==> config.mk <==
export PLATFORM = sky130hd
export DESIGN_NAME = rv_alu_core
export DESIGN_NICKNAME = d
export VERILOG_FILES = /design/src/rtl/rv_alu_core.sv
export SDC_FILE = /design/constraint.sdc
export NUM_CORES = 2
export LEC_CHECK = 0
export BUFFER_PORTS_ARGS = -buffer_cell sky130_fd_sc_hd__buf_2
export CORE_ASPECT_RATIO = 0.9
export CORE_MARGIN = 2
export CORE_UTILIZATION = 55
export DETAILED_ROUTE_END_ITERATION = 10
export PLACE_DENSITY = 0.71
export SLEW_MARGIN = 20
export SYNTH_ARGS = -nofsm -noshare
export SYNTH_HDL_FRONTEND = slang
export SYNTH_SLANG_ARGS = --single-unit
==> constraint.sdc <==
create_clock -name clk -period 7.3 [get_ports clk]
set_clock_uncertainty 0.1 [all_clocks]
set_input_delay 0.365 -clock clk [delete_from_list [all_inputs] [get_ports clk]]
set_output_delay 0.365 -clock clk [all_outputs]
set_load 0.02 [all_outputs]
==> src/rtl/rv_alu_core.sv <==
// rv_alu_core: multicycle RV32I ALU-subset core.
// FETCH -> REGS -> EXEC per instruction; SYSTEM opcodes halt.
module rv_alu_core #(
  parameter int          PC_W     = 6,
  parameter int unsigned RESET_PC = 0,
  parameter int          CNT_W    = 16
) (
  input  logic             clk,
  input  logic             resetn,
  output logic             imem_req,
  output logic [PC_W-1:0]  imem_addr,
  input  logic             imem_ack,
  input  logic [31:0]      imem_rdata,
  output logic             wb_valid,
  output logic [4:0]       wb_rd,
  output logic [31:0]      wb_data,
  output logic [CNT_W-1:0] instret,
  output logic             halted,
  output logic [3:0]       state_oh
);

  typedef enum logic [1:0] {
    S_FETCH,
    S_REGS,
    S_EXEC,
    S_HALT
  } state_t;

  state_t state;
  state_t state_nx;

  logic [PC_W-1:0] pc;
  logic [31:0]     instr;
  logic [31:0]     rs1;
  logic [31:0]     rs2;
  logic [31:0]     rf [32];

  logic [6:0]  opcode;
  logic [2:0]  funct3;
  logic [4:0]  rd;
  logic        is_r;
  logic        is_i;
  logic        is_sys;
  logic        is_alu;
  logic        rf_we;
  logic [31:0] op2;
  logic [4:0]  shamt;
  logic [31:0] alu_res;

  assign opcode = instr[6:0];
  assign funct3 = instr[14:12];
  assign rd     = instr[11:7];
  assign is_r   = (opcode == 7'b0110011);
  assign is_i   = (opcode == 7'b0010011);
  assign is_sys = (opcode == 7'b1110011);
  assign is_alu = is_r | is_i;
  assign op2    = is_r ? rs2 : {{20{instr[31]}}, instr[31:20]};
  assign shamt  = op2[4:0];

  assign imem_req  = (state == S_FETCH);
  assign imem_addr = pc;

  // Reset low on the edge suppresses the write: aborted ops leave no trace.
  assign rf_we = resetn && (state == S_EXEC) && is_alu && (rd != 5'd0);

  always_comb begin
    alu_res = '0;
    unique case (funct3)
      3'b000: alu_res = (is_r && instr[30]) ? rs1 - op2 : rs1 + op2;
      3'b001: alu_res = rs1 << shamt;
      3'b010: alu_res = {31'd0, $signed(rs1) < $signed(op2)};
      3'b011: alu_res = {31'd0, rs1 < op2};
      3'b100: alu_res = rs1 ^ op2;
      3'b101: alu_res = instr[30] ? $unsigned($signed(rs1) >>> shamt)
                                  : rs1 >> shamt;
      3'b110: alu_res = rs1 | op2;
      3'b111: alu_res = rs1 & op2;
      default: alu_res = '0;
    endcase
  end

  always_comb begin
    state_nx = state;
    unique case (state)
      S_FETCH: if (imem_ack) state_nx = S_REGS;
      S_REGS:  state_nx = S_EXEC;
      S_EXEC:  state_nx = is_sys ? S_HALT : S_FETCH;
      S_HALT:  state_nx = S_HALT;
      default: state_nx = S_FETCH;
    endcase
  end

  always_comb begin
    state_oh = 4'b0000;
    unique case (state)
      S_FETCH: state_oh = 4'b0001;
      S_REGS:  state_oh = 4'b0010;
      S_EXEC:  state_oh = 4'b0100;
      S_HALT:  state_oh = 4'b1000;
      default: state_oh = 4'b0000;
    endcase
  end

  always_ff @(posedge clk or negedge resetn) begin
    if (!resetn) begin
      state    <= S_FETCH;
      pc       <= PC_W'(RESET_PC);
      instr    <= '0;
      instret  <= '0;
      halted   <= 1'b0;
      wb_valid <= 1'b0;
      wb_rd    <= '0;
      wb_data  <= '0;
    end else begin
      state    <= state_nx;
      wb_valid <= 1'b0;
      if (state == S_FETCH && imem_ack) begin
        instr <= imem_rdata;
      end
      if (state == S_EXEC) begin
        instret <= instret + CNT_W'(1);
        if (is_sys) begin
          halted <= 1'b1;
        end else begin
          pc <= pc + PC_W'(1);
        end
        if (is_alu && rd != 5'd0) begin
          wb_valid <= 1'b1;
          wb_rd    <= rd;
          wb_data  <= alu_res;
        end
      end
    end
  end

  // Register bank has no reset; x0 is forced to zero on read.
  always_ff @(posedge clk) begin
    if (state == S_REGS) begin
      rs1 <= (instr[19:15] == 5'd0) ? 32'd0 : rf[instr[19:15]];
      rs2 <= (instr[24:20] == 5'd0) ? 32'd0 : rf[instr[24:20]];
    end
    if (rf_we) begin
      rf[rd] <= alu_res;
    end
  end

endmodule

* Word-level counts from Yosys, hierarchy flattened
Memories as Yosys holds them, arrays and structs flattened. A register that Yosys moved wholly into a read port is not among the register bits. Cells that the tools add are included.
Word-level totals: flip-flop bits (word level) 95, logic and storage cells 63, memories kept 1, RAM bits 1024, input bits 35
Operators by class: muxes and demuxes 12, shift-type cells 3, add/sub/neg operators 4, reductions and logical operators 14, equal/unequal tests 14, $lt $le $gt $ge 2, bitwise operators 5
Memory list:
- rf | depth 32, width 32, read ports 2, clocked after memory_dff 2, wr ports 1, RTL line 36 | logic [31:0] rf [32];
Operators with widths (count):
- 32-bit case mux with 8 select lines | 1
- 32-bit 2-to-1 mux | 3
- 32-bit less-than comparator | 2
- 32-bit adder | 1
- 32-bit AND | 1
- 32-bit bitwise OR | 1
- 32-bit by 5-bit << shifter with 32-bit output | 1
- 32-bit by 5-bit >> shifter with 32-bit output | 1
- 32-bit by 5-bit >>> shifter with 32-bit output | 1
- 32-bit subtractor | 1
- 32-bit bitwise XOR | 1
- 16-bit by 1-bit adder with 16-bit output (second input constant) | 1
- 4-bit case mux with 4 select lines | 1
- 3-bit equality test (second input constant) | 4
- 5-bit zero test | 2
- 2-bit case mux with 4 select lines | 1
- 7-bit by 5-bit equality test with 1-bit output (second input constant) | 1
- 7-bit by 6-bit equality test with 1-bit output (second input constant) | 1
- 7-bit equality test (second input constant) | 1
- 6-bit by 1-bit adder with 6-bit output (second input constant) | 1
- 3-bit by 2-bit equality test with 1-bit output (second input constant) | 2
- 1-bit logical AND | 6
- 2-bit AND reduction | 3
- 5-bit nonzero test | 1
- 10 further kinds | 15

* Longest topological paths before layout
word-level depth 6, depth in mapped cells 20

* Worst setup path after synthesis
Ideal clock, no wire load.
kind reg2reg, from register instr[2], to memory rf[0][17] (data pin), cell stages (with the launch flop) 19, slack 1.527 ns, arrival time 5.199 ns, path buffers 3, path through dfrtp_1 > nand4bb_1 > nor2_1 > clkbuf_1 > buf_1 > nand2_1 > nand2_1 > inv_1 > ha_1 > clkbuf_1 > or4_1 > a21oi_1 > a22oi_1 > nor3_1 > o21ai_1 > a21boi_2 > nor4_1 > o31a_1 > o31ai_1
On the way: longest elaborated chain between the ends 5
RTL lines:
- start: declaration | RTL line 33 | logic [31:0] instr;
- start signal: assignment | RTL line 118 | instr <= imem_rdata;
- 7-bit by 6-bit equality test with 1-bit output (*) | RTL line 53 | assign is_r = (opcode == 7'b0110011);
- 32-bit 2-to-1 mux | RTL line 57 | assign op2 = is_r ? rs2 : {{20{instr[31]}}, instr[31:20]};
- 32-bit adder, or another cell as far along | RTL line 69 | 3'b000: alu_res = (is_r && instr[30]) ? rs1 - op2 : rs1 + op2;
- 32-bit 2-to-1 mux (on tied branches) | RTL line 69, 74
- 32-bit case mux with 8 select lines (*) | RTL line 68 | unique case (funct3)
- net alu_res[17] | RTL line 48 | logic [31:0] alu_res;
- end: declaration | RTL line 36
The timed path passes the listed nets; every way through them passes the cells marked *.

* Final worst setup path
from register instr[2], to register wb_data[28]
On the way: longest elaborated chain between the ends 5
RTL lines:
- 7-bit by 6-bit equality test with 1-bit output (*) | RTL line 53
- 32-bit 2-to-1 mux | RTL line 57
- 32-bit adder, or another cell as far along | RTL line 69
- 32-bit 2-to-1 mux (on tied branches) | RTL line 69, 74
- 32-bit case mux with 8 select lines (*) | RTL line 68
- net alu_res[28] | RTL line 48
- end signal: assignment | RTL line 130 | wb_data <= alu_res;
- end: declaration | RTL line 16 | output logic [31:0] wb_data,
Marks and branches as above. A chain may end at the register's enable or synchronous reset.

==> results.py <==
metrics = {
    "die": {
        "die_y_um": 325,
        "pin_count": 101,
        "fp.dieW_um": 360,
        "initial_core_util_pct": 55.5,
        "dieArea_sq_mm": 0.117,
        "fp-row-count": 117,
        "core_area_sq_mm": 0.113,
    },
    "yosys": {
        "ys_seq_elements": 1183,
        "synthCells": 4153,
        "avgSynthCellArea_sq_um": 15.1,
        "synth_area_leaders": "edfxtp_1, mux4_2, dfrtp_1",
        "async_flop_share_pct": 8.03,
        "synth_edf_count": 1088,
        "ys_types": 95,
        "yosysTopAreaCellShare_pct": 52.0,
        "syn-cell-area_sq_mm": 0.0628,
        "yosysTopAreaCell": "edfxtp_1",
        "yosys_warnings": 0,
        "synth_flop_cell": "edfxtp_1",
        "yosysSeqAreaShare_pct": 55.8,
    },
    "place": {
        "port-buffer-count": 100,
        "gp_congestion": 1.07,
        "place_ws_ns": 1.02,
        "hpwlAfterDp_um": 141000,
        "dp_cells": 5612,
    },
    "setup_path": {
        "cp.arrival_ns": 7.18,
        "critPathTopFamily": "compound AO/OA/AOI/OAI gates",
        "slowest_delay_ns": 0.76,
        "path_max_fanout": 33,
        "path_cells": "and4bb_1 > nand2_1 > nand2_1 > nand2_1 > inv_1 > ha_1 > a211o_1 > a2111o_1 > o2111ai_1 > o21ai_0 > o31ai_1 > xnor2_1 > nor2_1 > a2111oi_0 > nand3_1 > buf_4 > mux2_2",
        "crit_path_frequent_cell": "nand2_1",
        "worst_setup_path_end_kind": "flip-flop",
        "crit_buf_inv": 2,
        "worstPathRequired_ns": 7.87,
        "critPathLaunchType": "flip-flop",
        "slowest_stage": "a2111oi_0",
        "worstSetupPathType": "reg -> reg",
    },
    "grt": {
        "antenna_found_initial": 9,
        "grtUsageTotal_pct": 38.2,
        "grt_pass1_wl_um": 316000,
        "gr-total-overflow": 0,
        "grt_pass1_vias": 42507,
        "grt_max_degree": 108,
    },
    "timing": {
        "finalWorstSetupSlack_ns": 0.690,
        "rsz0062_at_grt": "no",
        "maxSlewHeadroom_pct": 12.4,
        "fin_setup_tns_ns": 0,
        "slew_viol_final": 0,
        "setup_violations": 0,
        "finalHoldViolCount": 0,
        "whs_ns": 0.249,
        "fmax_mhz": 151,
        "tightest_slew_ns": 1.28,
        "period_share_pct": 90.5,
        "period_minus_slack_ns": 6.61,
    },
    "cts": {
        "cts_buffer_depth": 3,
        "cts_buffers": 115,
        "cts-root-buf": "clkbuf_16",
        "clk_latency_ns": 0.79,
        "cts_sinks": 1183,
        "cts_resized": 0,
        "ctsHoldBuffers": 35,
        "cts_max_level": 3,
        "post_cts.repair.setup_buffers": 0,
        "path_clk_slew_ns": 0.06,
        "cts_tree": "done",
    },
    "layout": {
        "syn_to_final_growth_pct": 11.8,
        "multi_input_area_sq_mm": 0.0266,
        "fin_cells": 5872,
        "nets": 4405,
        "fillers": 8225,
        "seq_area_sq_mm": 0.0351,
        "final_layout_size_suffix_gt1_share_pct": 27.3,
    },
    "detailed_routing": {
        "viasPerCell": 7.39,
        "via_count": 43394,
        "wirelength_met1_um": 81700,
        "dr_wl_met3_um": 30900,
        "wl_met2_um": 97700,
        "drcViolationCount": 0,
        "drt_iter0_drc": 6975,
        "top_layer_used": "met5",
        "drtAntennaViolNets": 0,
        "wl_per_cell_um": 38.0,
        "wl_um": 223000,
        "first_pass_iters": 7,
    },
    "flow_run": {
        "max-cap-violations": 0,
    },
    "power_and_ir_drop": {
        "ir_worst_vdd_v": 0.000433,
        "power_density_mw_per_mm2": 542,
        "power.leakage_nw": 24.2,
        "power_mw": 38.1,
    },
    "run_status": {
        "status": "finished, final reports clean",
    },
    "hold_path": {
        "hp-class": "in -> reg",
    },
}
==> final timing paths <==
check / startpoint / endpoint / slack [ns] / depth (start not counted)
setup / recovery: instr[2]$_DFFE_PN0P_ / wb_data[28]$_DFFE_PN0P_ / 0.69 / 17
hold / removal: imem_rdata[8] / instr[8]$_DFFE_PN0P_ / 0.25 / 3
setup reg to reg: instr[2]$_DFFE_PN0P_ / wb_data[28]$_DFFE_PN0P_ / 0.69 / 17
hold reg to reg: halted$_DFFE_PN0P_ / halted$_DFFE_PN0P_ / 0.35 / 1
max in group asynchronous: resetn / instr[18]$_DFFE_PN0P_ / 4.76 / 4
min in group asynchronous: resetn / instr[15]$_DFFE_PN0P_ / 0.57 / 3
==> power breakdown <==
group / internal, mW / total, mW / switching [mW]
registers: 10.5 / 11.7 / 1.18
logic: 7.17 / 20.2 / 13.0
clock network: 3.55 / 6.21 / 2.66
==> layout by cell type, fill, tap and decap left out, drive strengths merged, types with 112 or more instances in the layout <==
cell type,n
edfxtp,1088
mux4,545
buf,265
nand2,258
nor2,206
mux2i,194
a21oi,183
clkbuf,141
inv,116
o21ai,112
==> cell families (layout without fill, tap and decap cells) <==
family          count (synthesis)  count (layout)  synth area share (%)
compound gates                819             819                  9.06
xor+xnor                       50              50                 0.697
fa+ha+maj                      91              91                  1.82
buf+inv                       436             633                  2.69
flops                        1183            1183                  55.8
mux                           850             850                  24.6
other cells                     1              36               0.00597
simple gates                  723             723                  5.29
==> cell usage after synthesis (13+ instances only) <==
library cell,number
a211o_1,32
dfrtp_1,95
o22ai_1,52
a221oi_1,43
nor2_1,204
buf_2,28
inv_1,109
o31ai_1,23
nand3_1,33
o21a_1,19
mux4_2,545
ha_1,90
xor2_1,16
o221ai_1,30
mux2i_1,194
a21o_1,40
buf_1,64
nand2_1,258
or3_1,13
xnor2_1,34
nor3_1,78
nand4_1,22
a21oi_1,183
a22o_1,14
o21ai_0,106
o211ai_1,44
nand2b_1,36
a211oi_1,70
clkbuf_1,227
edfxtp_1,1088
mux2_2,110
a31oi_1,24
a22oi_1,24
==> per-layer routing <==
layer  GRT usage (%)  vias up
li1                -    17243
met1            53.4    22135
met2            55.1     3337
met3            10.8      669
met4            19.9       10
met5               0        -
==> cell type report <==
type,instances,share of cell area [%]
tap,1487,2.65
timing repair buffer,300,3.19
sequential,1183,50.0
clock buffer,141,4.34
inverter,114,0.617
multi-input combinational,2565,37.9
clock inverter,78,1.29
antenna,4,0.0143
==> flip-flops by register name, indices dropped and copies added (netlist names), 2 cells and up <==
signal,flops
rs1,32
wb_rd,5
instr,32
state,2
rs2,32
imem_addr,6
rf,1024
instret,16
wb_data,32
==> stage by stage <==
step | util [%] | area [sq um]
2_1_floorplan | - | 62900
3_5_place_dp | 58.2 | 65800
5_1_grt | 62.0 | 70200
3_3_place_gp | 58.1 | 65700
4_1_cts | 62.0 | 70100
6_report | 62.0 | 70200
==> worst register-to-register path: cells and delay by family, from the launching register on <==
| kind | cells | cell delay (ns) |
|---|---|---|
| AO/OA/AOI/OAI | 6 | 2.84 |
| adder cells (fa/ha/maj) | 1 | 0.38 |
| buffers and inverters | 2 | 0.37 |
| AND/OR/NAND/NOR | 6 | 1.93 |
| XOR/XNOR | 1 | 0.18 |
| flip-flops | 1 | 0.39 |
| multiplexers | 1 | 0.30 |
Note: power is estimated with default switching activity, not from simulation.
